`config.mk`:
```
export PLATFORM = sky130hd
export DESIGN_NAME = beep_sequencer
export DESIGN_NICKNAME = d
export VERILOG_FILES = /design/src/rtl/beep_sequencer.sv
export SDC_FILE = /design/constraint.sdc
export NUM_CORES = 1
export LEC_CHECK = 0
export BUFFER_PORTS_ARGS = -buffer_cell sky130_fd_sc_hd__buf_2
export CAP_MARGIN = 15
export CORE_UTILIZATION = 60
export CTS_BUF_LIST = sky130_fd_sc_hd__clkbuf_4 sky130_fd_sc_hd__clkbuf_8
export DETAILED_ROUTE_END_ITERATION = 8
export PLACE_DENSITY = 0.84
export SYNTH_ARGS = -nofsm -noshare
export SYNTH_HDL_FRONTEND = slang
export SYNTH_SLANG_ARGS = --single-unit
```
`constraint.sdc`:
```
create_clock -name clk -period 7.7 [get_ports clk]
set_input_delay 0.385 -clock clk [delete_from_list [all_inputs] [get_ports clk]]
set_output_delay 0.385 -clock clk [all_outputs]
set_load 0.005 [all_outputs]
```
`src/rtl/beep_sequencer.sv`:
```
// Melody sequencer: walks a song ROM of {note[7:3], beats[2:0]} entries and drives pwm cycle/duty.
// Define BEEP_SEQ_LOOP_EN to wrap back to address 0 at song end instead of stopping.
module beep_sequencer #(
    parameter int WIDTH       = 32,
    parameter int CLK_HZ      = 12_000_000,
    parameter int BEAT_CYCLES = 3_000_000,
    parameter int GAP_CYCLES  = 120_000,
    parameter int ADDR_W      = 5
) (
    input  logic              clk,
    input  logic              rst_n,
    input  logic              start,
    input  logic              stop,
    output logic [ADDR_W-1:0] rom_addr,
    input  logic [7:0]        rom_data,
    output logic [WIDTH-1:0]  cycle,
    output logic [WIDTH-1:0]  duty,
    output logic [4:0]        note_idx,
    output logic              busy,
    output logic              done
);

    typedef enum logic [2:0] {
        S_IDLE,
        S_FETCH,
        S_LOAD,
        S_PLAY,
        S_GAP,
        S_END
    } state_t;

    localparam logic [WIDTH-1:0]  GAP_LOAD  = (GAP_CYCLES == 0) ? '0 : WIDTH'(GAP_CYCLES - 1);
    localparam logic [ADDR_W-1:0] LAST_ADDR = '1;

    state_t           state;
    logic [WIDTH-1:0] count;
    logic [4:0]       rom_note;
    logic [2:0]       rom_beats;
    logic [WIDTH-1:0] rom_cycle;

    assign rom_note  = rom_data[7:3];
    assign rom_beats = rom_data[2:0];

    // Period in clks for each note code; unused codes are rests (period 0).
    always_comb begin
        rom_cycle = '0;
        case (rom_note)
            5'd1:  rom_cycle = WIDTH'(CLK_HZ / 131);
            5'd2:  rom_cycle = WIDTH'(CLK_HZ / 147);
            5'd3:  rom_cycle = WIDTH'(CLK_HZ / 165);
            5'd4:  rom_cycle = WIDTH'(CLK_HZ / 175);
            5'd5:  rom_cycle = WIDTH'(CLK_HZ / 196);
            5'd6:  rom_cycle = WIDTH'(CLK_HZ / 220);
            5'd7:  rom_cycle = WIDTH'(CLK_HZ / 247);
            5'd8:  rom_cycle = WIDTH'(CLK_HZ / 262);
            5'd9:  rom_cycle = WIDTH'(CLK_HZ / 294);
            5'd10: rom_cycle = WIDTH'(CLK_HZ / 330);
            5'd11: rom_cycle = WIDTH'(CLK_HZ / 349);
            5'd12: rom_cycle = WIDTH'(CLK_HZ / 392);
            5'd13: rom_cycle = WIDTH'(CLK_HZ / 440);
            5'd14: rom_cycle = WIDTH'(CLK_HZ / 494);
            5'd15: rom_cycle = WIDTH'(CLK_HZ / 523);
            5'd16: rom_cycle = WIDTH'(CLK_HZ / 587);
            5'd17: rom_cycle = WIDTH'(CLK_HZ / 659);
            5'd18: rom_cycle = WIDTH'(CLK_HZ / 698);
            5'd19: rom_cycle = WIDTH'(CLK_HZ / 784);
            5'd20: rom_cycle = WIDTH'(CLK_HZ / 880);
            5'd21: rom_cycle = WIDTH'(CLK_HZ / 988);
            default: rom_cycle = '0;
        endcase
    end

    always_ff @(posedge clk) begin
        done <= 1'b0;
        if (!rst_n) begin
            state    <= S_IDLE;
            count    <= '0;
            rom_addr <= '0;
            cycle    <= '0;
            duty     <= '0;
            note_idx <= '0;
            busy     <= 1'b0;
        end else if (stop && state != S_IDLE) begin
            // Abort silences everything, including the held period.
            state    <= S_IDLE;
            count    <= '0;
            rom_addr <= '0;
            cycle    <= '0;
            duty     <= '0;
            note_idx <= '0;
            busy     <= 1'b0;
        end else begin
            case (state)
                S_IDLE: begin
                    rom_addr <= '0;
                    duty     <= '0;
                    if (start && !stop) begin
                        busy  <= 1'b1;
                        state <= S_FETCH;
                    end
                end
                S_FETCH: begin
                    state <= S_LOAD;
                end
                S_LOAD: begin
                    if (rom_beats == 3'd0) begin
`ifdef BEEP_SEQ_LOOP_EN
                        rom_addr <= '0;
                        state    <= S_FETCH;
`else
                        rom_addr <= '0;
                        busy     <= 1'b0;
                        done     <= 1'b1;
                        state    <= S_END;
`endif
                    end else begin
                        cycle    <= rom_cycle;
                        duty     <= rom_cycle >> 1;
                        note_idx <= (rom_cycle == '0) ? 5'd0 : rom_note;
                        count    <= WIDTH'(rom_beats) * WIDTH'(BEAT_CYCLES) - WIDTH'(1);
                        state    <= S_PLAY;
                    end
                end
                S_PLAY: begin
                    if (count == '0) begin
                        duty     <= '0;
                        note_idx <= '0;
                        count    <= GAP_LOAD;
                        state    <= S_GAP;
                    end else begin
                        count <= count - WIDTH'(1);
                    end
                end
                S_GAP: begin
                    if (count == '0) begin
                        if (rom_addr == LAST_ADDR) begin
`ifdef BEEP_SEQ_LOOP_EN
                            rom_addr <= '0;
                            state    <= S_FETCH;
`else
                            rom_addr <= '0;
                            busy     <= 1'b0;
                            done     <= 1'b1;
                            state    <= S_END;
`endif
                        end else begin
                            rom_addr <= rom_addr + ADDR_W'(1);
                            state    <= S_FETCH;
                        end
                    end else begin
                        count <= count - WIDTH'(1);
                    end
                end
                S_END: begin
                    state <= S_IDLE;
                end
                default: begin
                    state <= S_IDLE;
                end
            endcase
        end
    end

endmodule

```
==> metrics.yaml, run 1 <==
cp.required_ps: 7980
p_sw_share_pct: 47.1
synth_edf_count: 0
cts_buffer_depth: 2
hold_viol: 0
critical_path.max_fanout: 8
ir_drop_mv: 0.203
vias_per_cell: 6.26
wl_microns: 14800
pwr-share-comb_pct: 50.2
p_per_area_nw_per_um2: 295
grt_overflow: 0
reg2regPathDepth: 7
fmax_mhz: 272
yosysSeqAreaShare_pct: 28.4
dp_hpwl_microns: 10400
grt_max_degree: 61
hold_path.class: "in -> reg"
power.leakage_nw: 2.49
die_h_microns: 99.0
maxCapViolCount: 0
diodes: 0
drc: 0
synthFlopType: "dfxtp_1"
post-route-period-util_pct: 47.8
insertion_delay_ps: 370
hp-start: "rom_data[3]"
crit_arrival_ps: 3960
postCtsSetupBuffers: 0
num_vias: 5590
cts_tree: "built"
slew_headroom_pct: 28.5
layout_common_cells: "a21oi_1 (80), dfxtp_1 (80), nor2_1 (78)"
end_kind: "flop"
worstMarginPinSlew_ps: 1070
fin_area_sq_um: 6010
pin_count: 88
clkSinkCount: 80
min_period_ps: 3680
post_dp_cell_area_sq_um: 5780
grtUsageTotal_pct: 30.5
async_flop_share_pct: 0
status: "complete, no violations"
initial_core_util_pct: 61.4
avgSynthCellArea_sq_um: 7.51
setup_viol: 0
synth.cell_area_sq_um: 5650
synthCells: 752
final_nets: 818
r2r_end: "count[24]"
crit_type: "in -> reg"
cts_hold_buf: 0
startpoint: "rom_data[1]"
cts_root_buf: "clkbuf_8"
setup_tns_ps: 0
path_clk_slew_ps: 90
grt_pass1_wl_microns: 24000
endpoint: "count[26]"
dr.pass1.iters: 5
io_buffers: 56
antenna_found_initial: 0
synth_cell_types: 68
drtAntennaViolNets: 0
htree_levels: 3
drtIter0Drc: 615
intPower_uw: 939
cts_buffers: 9
dieArea_sq_um: 9800
r2r-start: "count[5]"
rsz0062_at_grt: "no"
skew_ps: 15.8
total_power_mw: 1.78
drive_gt1_share_pct: 12.1
grt_pass1_vias: 4893
synth-seq-cells: 80
synth_warnings: 0
post-route-util_pct: 65.4
slew_violations: 0
wl_per_cell_microns: 16.6
place_congestion: 0.935
p_switching_uw: 836
cts_resized: 0
coreArea_sq_um: 9200
r2r_slack_ps: 4510
die_w_microns: 99.0
pwr-share-clk_pct: 20.8
dp_cells: 877
rows: 35
area_growth_pct: 6.51
cp-start-kind: "input port"
sequentialPowerShare_pct: 29.0
finalNonFillerCells: 893
[sequential cells by signal, summed over array words and instances, names as in the netlist]
name and cells:
count 32, cycle 17, duty 16, note_idx 5, rom_addr 5, state 3, busy 1, done 1
[metal layers]
metal	wire length, microns	up-vias	track usage, %
li1	-	2682	-
met1	6520	2607	41.3
met2	6810	267	47.8
met3	1150	34	6.60
met4	332	0	11.1
met5	0	-	0
[kinds of logic after synthesis]
family                     share of synthesized area, %
xor gates and xnor gates                           4.12
AOI/OAI and AO/OA                                  24.1
other                                            0.0664
buffers and inverters                              9.08
muxes                                              1.42
and+or+nand+nor                                    25.8
DFF                                                28.4
adders and majority gates                          7.09
[synth_stat cells, drive strengths merged, types with 3 or more instances]
master	instances	share of area [%]
and2	3	0.33
a21o	6	0.80
or4	7	1.1
ha	24	5.3
a32o	6	1.1
a211oi	12	1.6
nand3	23	2.0
o32ai	3	0.47
or2	5	0.55
fa	5	1.8
or3	12	1.3
inv	19	1.3
nand2b	7	0.78
a21oi	80	7.1
xnor2	12	1.9
nand4	6	0.66
o211ai	6	0.80
a22oi	3	0.40
nand2	79	5.3
nand3b	6	0.80
mux2i	8	1.4
o21ai	59	5.2
clkbuf	33	2.2
nor2	79	5.4
a311oi	3	0.47
dfxtp	80	28
a221oi	4	0.62
nor3	24	2.7
o31ai	3	0.40
a31oi	11	1.2
nor2b	11	1.2
o21a	4	0.53
xor2	12	1.9
buf	44	5.6
nor4	10	1.1
nor3b	5	0.66
o22ai	9	1.0
[power by group through the flow]
stage	sequential (mW)	clock (mW)	combinational (mW)
finish	0.514	0.370	0.892
global route	0.521	0.390	0.976
CTS	0.512	0.369	0.866
detailed placement	0.521	0	0.862
global placement	0.517	0	0.838
floorplan	0.504	0	0.706
[per-stage QoR]
step / hold slack, ps / setup WS, ps
final: 403 / 4020
after CTS: 406 / 4080
after global placement: 438 / 3970
after detailed placement: 445 / 3740
after global routing: 421 / 3770
after floorplan: 443 / 4420
[worst min-delay path by stage]
stage | end | cells past startpoint
6_report | note_idx[0] | 2
5_1_grt | note_idx[0] | 2
4_1_cts | note_idx[0] | 2
3_5_place_dp | duty[6] | 2
3_3_place_gp | duty[3] | 2
2_1_floorplan | count[8] | 2
[critical path: stages]
cell and delay (ps):
buf_2 210, inv_1 110, ha_1 340, inv_1 100, ha_1 210, inv_1 80
fa_1 540, inv_1 90, a2111oi_2 410, o211ai_1 270, nor2_1 250, nand3_1 150
or4_1 600, a31oi_1 210
[cell type report]
cell class / instances / area, sq um
multi-input cells: 606 / 3650
fillers: 809 / 3180
flip-flops and latches: 80 / 1600
repair buffers: 61 / 318
well taps: 111 / 139
clock buffers: 9 / 124
clock inverters: 7 / 109
inverters: 19 / 71.3
Power figures use the tool's default switching activity.
==> inputs of run 2 (changes only) <==
--- a/config.mk
+++ b/config.mk
@@ -7,10 +7,10 @@
 export LEC_CHECK = 0
 export BUFFER_PORTS_ARGS = -buffer_cell sky130_fd_sc_hd__buf_2
 export CAP_MARGIN = 15
-export CORE_UTILIZATION = 60
+export CORE_UTILIZATION = 59
 export CTS_BUF_LIST = sky130_fd_sc_hd__clkbuf_4 sky130_fd_sc_hd__clkbuf_8
 export DETAILED_ROUTE_END_ITERATION = 8
-export PLACE_DENSITY = 0.84
+export PLACE_DENSITY = 0.83
 export SYNTH_ARGS = -nofsm -noshare
 export SYNTH_HDL_FRONTEND = slang
 export SYNTH_SLANG_ARGS = --single-unit
==> constraint.sdc (replaced) <==
create_clock -name clk -period 3.4 [get_ports clk]
set_input_delay 0.17 -clock clk [delete_from_list [all_inputs] [get_ports clk]]
set_output_delay 0.17 -clock clk [all_outputs]
set_load 0.005 [all_outputs]
==> metrics.yaml, run 2 (synthesized netlist as in run 1, its figures left out) <==
post-route-period-util_pct: 91.7
layout_common_cells: "a21oi_1 (80), dfxtp_1 (80), nor2_1 (78)"
postCtsSetupBuffers: 0  # unchanged
dp_hpwl_microns: 10800  # +3.2%
place_ws_ps: -76.8  # -3810 ps
n_fill_cell: 780  # -3.6%
status: "complete, no violations"
io_buffers: 56  # unchanged
clkSinkCount: 80  # unchanged
final_nets: 835  # +2.1%
grt_pass1_wl_microns: 24200  # +0.89%
area_growth_pct: 8.82
p_per_area_nw_per_um2: 653  # +120%
grt_overflow: 0  # unchanged
slew_headroom_pct: 38.5  # +10 points
path_clk_slew_ps: 90  # about the same
worstMarginPinSlew_ps: 919  # -150 ps
drive_gt1_share_pct: 14.1  # +2.0 points
grt_pass1_vias: 5031  # +2.8%
drtIter0Drc: 529  # -14%
cts_buffers: 9  # unchanged
die_w_microns: 99.8  # +0.83%
pin_count: 88  # unchanged
min_period_ps: 3120
r2r-start: "count[23]"
initial_core_util_pct: 61.1  # -0.29 points
dr.pass1.iters: 5  # unchanged
diodes: 0  # unchanged
ir_drop_mv: 0.283  # +40%
hold_path.class: "in -> reg"
num_vias: 5612  # +0.39%
reg2regPathDepth: 7  # unchanged
critical_path.max_fanout: 7  # -1
setup_viol: 0  # unchanged
vias_per_cell: 6.05  # -3.4%
power.leakage_nw: 2.56  # +2.8%
dieArea_sq_um: 9970  # +1.7%
wl_per_cell_microns: 16.0  # -3.3%
cp.required_ps: 3690  # -4290 ps
hp-start: "rom_data[3]"
largest_reg_flops: 32  # unchanged
wl_microns: 14900  # +0.45%
fmax_mhz: 321
skew_ps: 13.1  # -2.73 ps
cts_hold_buf: 0  # unchanged
crit_type: "in -> reg"
cts_tree: "built"
cts_root_buf: "clkbuf_8"
cts_buffer_depth: 2  # unchanged
htree_levels: 3  # unchanged
end_kind: "flop"
hold_depth: 2  # unchanged
hold_viol: 0  # unchanged
slew_violations: 0  # unchanged
drc: 0  # unchanged
rows: 35  # unchanged
crit_arrival_ps: 3410  # -550 ps
grtUsageTotal_pct: 30.4  # -0.13 points
insertion_delay_ps: 370  # about the same
largest-register: "count"
reg_top3: "count x32, cycle x17, duty x16"
rsz0062_at_grt: "no"
coreArea_sq_um: 9240  # +0.48%
die_h_microns: 99.8  # +0.83%
cts_resized: 0  # unchanged
grt_max_degree: 49  # -20%
setup_tns_ps: 0  # unchanged
drtAntennaViolNets: 0  # unchanged
setup_slack_ps: 281  # -3740 ps
cp-start-kind: "input port"
maxCapViolCount: 0  # unchanged
antenna_found_initial: 0  # unchanged
place_congestion: 0.923  # -1.3%
startpoint: "rom_data[1]"
==> run 2: final cells by class <==
cell class	count	area [sq um]	area share, %
Inverter	19	71.3	1.16
Multi-Input combinational cell	606	3660	59.5
Timing Repair Buffer	78	445	7.25
Tap cell	129	161	2.63
Sequential cell	80	1600	26.1
Clock buffer	9	124	2.02
Clock inverter	7	83.8	1.36
==> run 2: path summary, 6_finish.rpt <==
| path | to | slack, ps |
|---|---|---|
| max | count[29] | 280 |
| min reg2reg | duty[5] | 460 |
| max reg2reg | duty[7] | 410 |
| min | note_idx[0] | 160 |
==> run 2: worst max-delay path: stages <==
cell and delay (ps):
buf_2 150, inv_1 90, ha_1 340, inv_1 100, ha_1 180, inv_1 70
fa_1 510, inv_1 80, a2111oi_2 350, o211ai_1 220, nor2_1 220, nand3_1 160
or4_1 590, a31oi_1 190
==> run 2: power by group <==
part,switching (mW),internal [mW]
Combinational,1.37,0.726
Sequential,0.123,1.04
Clock,0.397,0.355
Total,1.89,2.12
==> run 2: through the flow <==
| step | hold WS (ps) | area (sq um) | cells | util, % | power (mW) |
|---|---|---|---|---|---|
| 6_report | 162 | 6140 | 928 | 66.5 | 4.01 |
| 2_1_floorplan | 324 | 5760 | 782 | - | 2.74 |
| 3_3_place_gp | 442 | 5940 | 912 | 64.3 | 3.15 |
| 4_1_cts | 166 | 6140 | 928 | 66.5 | 3.96 |
| 5_1_grt | 191 | 6140 | 928 | 66.5 | 4.26 |
| 3_5_place_dp | 444 | 5940 | 912 | 64.3 | 3.21 |
==> run 2: routing by layer <==
layer | up-vias | part of all wire (%) | track usage, %
li1 | 2714 | - | -
met1 | 2603 | 44 | 41.6
met2 | 264 | 46 | 47.4
met3 | 31 | 8.3 | 5.85
met4 | 0 | 1.9 | 11.8
met5 | - | 0 | 0
==> inputs of run 3 (changes only) <==
--- a/config.mk
+++ b/config.mk
@@ -5,9 +5,10 @@
 export SDC_FILE = /design/constraint.sdc
 export NUM_CORES = 1
 export LEC_CHECK = 0
+export ABC_AREA = 1
 export BUFFER_PORTS_ARGS = -buffer_cell sky130_fd_sc_hd__buf_2
 export CAP_MARGIN = 15
-export CORE_UTILIZATION = 59
+export CORE_UTILIZATION = 60
 export CTS_BUF_LIST = sky130_fd_sc_hd__clkbuf_4 sky130_fd_sc_hd__clkbuf_8
 export DETAILED_ROUTE_END_ITERATION = 8
 export PLACE_DENSITY = 0.83
==> metrics.yaml, run 3 <==
status: "complete, no violations"
dp_hpwl_microns: 11000  # +2.1%
wl_per_cell_microns: 13.3  # -17%
antenna_found_initial: 0  # unchanged
drc: 0  # unchanged
rows: 35  # unchanged
synth_fa_ha_area_share_pct: 6.79  # -0.30 points
power.leakage_nw: 3.21  # +25%
initial_core_util_pct: 63.0  # +1.8 points
crit_type: "in -> reg"
p_sw_share_pct: 51.7  # +4.6 points
diodes: 0  # unchanged
grt_overflow: 0  # unchanged
grtUsageTotal_pct: 29.9  # -0.53 points
cp.required_ps: 3630  # -60 ps
slew_violations: 0  # unchanged
drtIter0Drc: 467  # -12%
area_growth_pct: 7.34
sequentialPowerShare_pct: 24.5  # -4.6 points
yosys.area.top_type_share_pct: 27.1  # -1.2 points
critical_path.max_fanout: 8  # +1
path_clk_slew_ps: 90  # about the same
cts_buffers: 9  # unchanged
final_nets: 1016  # +22%
p_switching_mw: 2.82  # +49%
place_ws_ps: 364  # +440 ps
total_power_mw: 5.46  # +36%
cts_root_buf: "clkbuf_8"
synthFlopType: "dfxtp_1"
ir_drop_mv: 0.455  # +61%
r2r_slack_ps: 1080  # +670 ps
synthCells: 933  # +24%
reg2regPathDepth: 8  # +1
io_buffers: 56  # unchanged
avgSynthCellArea_sq_um: 6.32  # -16%
largest_reg_flops: 32  # unchanged
die_h_microns: 101  # +1.3%
final_common_cell: "nand2_1"
postCtsSetupBuffers: 0  # unchanged
end_kind: "flop"
layout_common_cells: "nand2_1 (222), nor2_1 (125), a21oi_1 (95)"
rsz0062_at_grt: "no"
hold_depth: 5  # +3
cts_resized: 0  # unchanged
dr.pass1.iters: 6  # +1
drtAntennaViolNets: 0  # unchanged
skew_ps: 19.3  # +6.20 ps
setup_tns_ps: 0  # unchanged
grt_pass1_wl_microns: 24500  # +1.1%
cts_buffer_depth: 2  # unchanged
coreArea_sq_um: 9370  # +1.4%
grt_pass1_vias: 5166  # +2.7%
finalNonFillerCells: 1109  # +20%
pwr-share-clk_pct: 13.9  # -4.8 points
synth-xor-area-share_pct: 3.41  # -0.71 points
hold_viol: 0  # unchanged
reg_top3: "count x32, cycle x17, duty x16"
post-route-period-util_pct: 79.8  # -12 points
setup_viol: 0  # unchanged
cts_tree: "built"
async_flop_share_pct: 0  # unchanged
synth_simple_gate_area_share_pct: 34.0  # +8.3 points
slew_headroom_pct: 49.5  # +11 points
r2r-start: "state[0]"
place_congestion: 0.981  # +6.3%
clkSinkCount: 80  # unchanged
hp-start: "start"
n_fill_cell: 900  # +15%
drive_gt1_share_pct: 10.8  # -3.3 points
yosysSeqAreaShare_pct: 27.1  # -1.2 points
fmax_mhz: 368  # +15%
min_period_ps: 2710  # -405 ps
synth.cell_area_sq_um: 5900  # +4.5%
largest-register: "count"
num_vias: 6021  # +7.3%
pin_count: 88  # unchanged
synth.top_cells.by_area: "dfxtp_1 (27%), nand2_1 (14%), a21oi_1 (8.1%)"
synth-seq-cells: 80  # unchanged
synth_cell_types: 44  # -35%
synthMuxAreaShare_pct: 0  # -1.4 points
synth_edf_count: 0  # unchanged
dp_cells: 1093  # +20%
hold-path-endpoint: "busy"
hold_path.class: "in -> reg"
wl_microns: 14800  # -0.45%
synth-compound-area-share_pct: 15.8  # -8.3 points
worstMarginPinSlew_ps: 756  # -163 ps
fin_area_sq_um: 6330  # +3.1%
p_per_area_nw_per_um2: 862  # +32%
synth_top_family_by_area: "simple AND/OR/NAND/NOR gates"
post-synth-top-count-cell: "nand2_1"
post_dp_cell_area_sq_um: 6120  # +3.1%
vias_per_cell: 5.43  # -10%
pwr-share-comb_pct: 61.5  # +9.3 points
dieArea_sq_um: 10200  # +2.7%
setup_slack_ps: 686  # +405 ps
cp-start-kind: "input port"
insertion_delay_ps: 350  # -20 ps
crit_arrival_ps: 2950  # -460 ps
htree_levels: 3  # unchanged
intPower_mw: 2.64  # +24%
die_w_microns: 101  # +1.3%
grt_max_degree: 55  # +12%
cts_hold_buf: 0  # unchanged
maxCapViolCount: 0  # unchanged
synth_warnings: 0  # unchanged
ys_top_cells_by_count: "nand2_1 (222), nor2_1 (125), a21oi_1 (95), inv_1 (94), dfxtp_1 (80)"
synth_top_area_cell: "dfxtp_1"
r2r_end: "count[18]"
## run 3: cell count changes after synthesis, sizes merged, moves of 9 or more
cell	before	now
clkbuf	33	12
or3	12	0
nor2	79	131
nor2b	11	0
a211oi	12	0
nand2	79	229
inv	19	98
nor3	24	15
a21oi	80	95
nand3	23	65
## run 3: logic make-up (layout without fill, tap and decap cells)
| kind of cell | Yosys count | in the layout |
|---|---|---|
| and+or+nand+nor | 466 | 466 |
| other | 1 | 31 |
| adders and majority gates | 29 | 29 |
| AOI/OAI and AO/OA | 174 | 174 |
| buffers and inverters | 160 | 177 |
| DFF | 80 | 80 |
| xor gates and xnor gates | 23 | 23 |
## run 3: worst max path at each step
stage	depth (start not counted)	startpoint	endpoint
floorplan	17	rom_data[1]	count[24]
global placement	18	rom_data[1]	count[24]
detailed placement	18	rom_data[1]	count[24]
CTS	18	rom_data[1]	count[24]
global route	19	rom_data[1]	count[25]
finish	18	rom_data[1]	count[24]
## run 3: layout make-up
type | count | area, sq um | share of cell area, %
Sequential cell | 80 | 1600 | 25.3
Clock inverter | 6 | 73.8 | 1.17
Tap cell | 129 | 161 | 2.55
Multi-Input combinational cell | 723 | 3660 | 57.9
Timing Repair Buffer | 61 | 318 | 5.02
Inverter | 100 | 375 | 5.93
Clock buffer | 10 | 138 | 2.17
## run 3: layer usage
layer / vias to the layer above / share of wire [%] / track usage, % / wire (microns)
met2: 249 / 43 / 45.0 / 6430
li1: 3046 / - / - / -
met4: 0 / 2.2 / 9.48 / 320
met1: 2689 / 47 / 43.2 / 6950
met3: 37 / 7.5 / 5.45 / 1110
met5: - / 0 / 0 / 0
## run 3: power by group through the flow
stage / registers, mW / clock network, mW / logic (mW)
finish: 1.34 / 0.761 / 3.36
global route: 1.36 / 0.810 / 3.77
CTS: 1.33 / 0.760 / 3.30
detailed placement: 1.35 / 0 / 3.28
global placement: 1.35 / 0 / 3.27
floorplan: 1.31 / 0 / 2.62
## run 3: critical path, cell delays in order
cell and delay [ps]:
buf_2 190, inv_1 120, ha_1 350, inv_1 100, ha_1 170, inv_1 80
fa_1 500, inv_1 60, nor2_1 130, nand2_1 80, nor2_1 220, nand3_1 110
nor2_1 240, nand2_1 90, nor2_1 100, nand3_1 70, nand3_1 90, a21oi_1 60
## run 3: through the flow
step	hold WS, ps	utilization (%)
finish	233	67.6
global route	249	67.6
CTS	223	67.6
detailed placement	440	65.3
global placement	440	65.3
floorplan	411	-
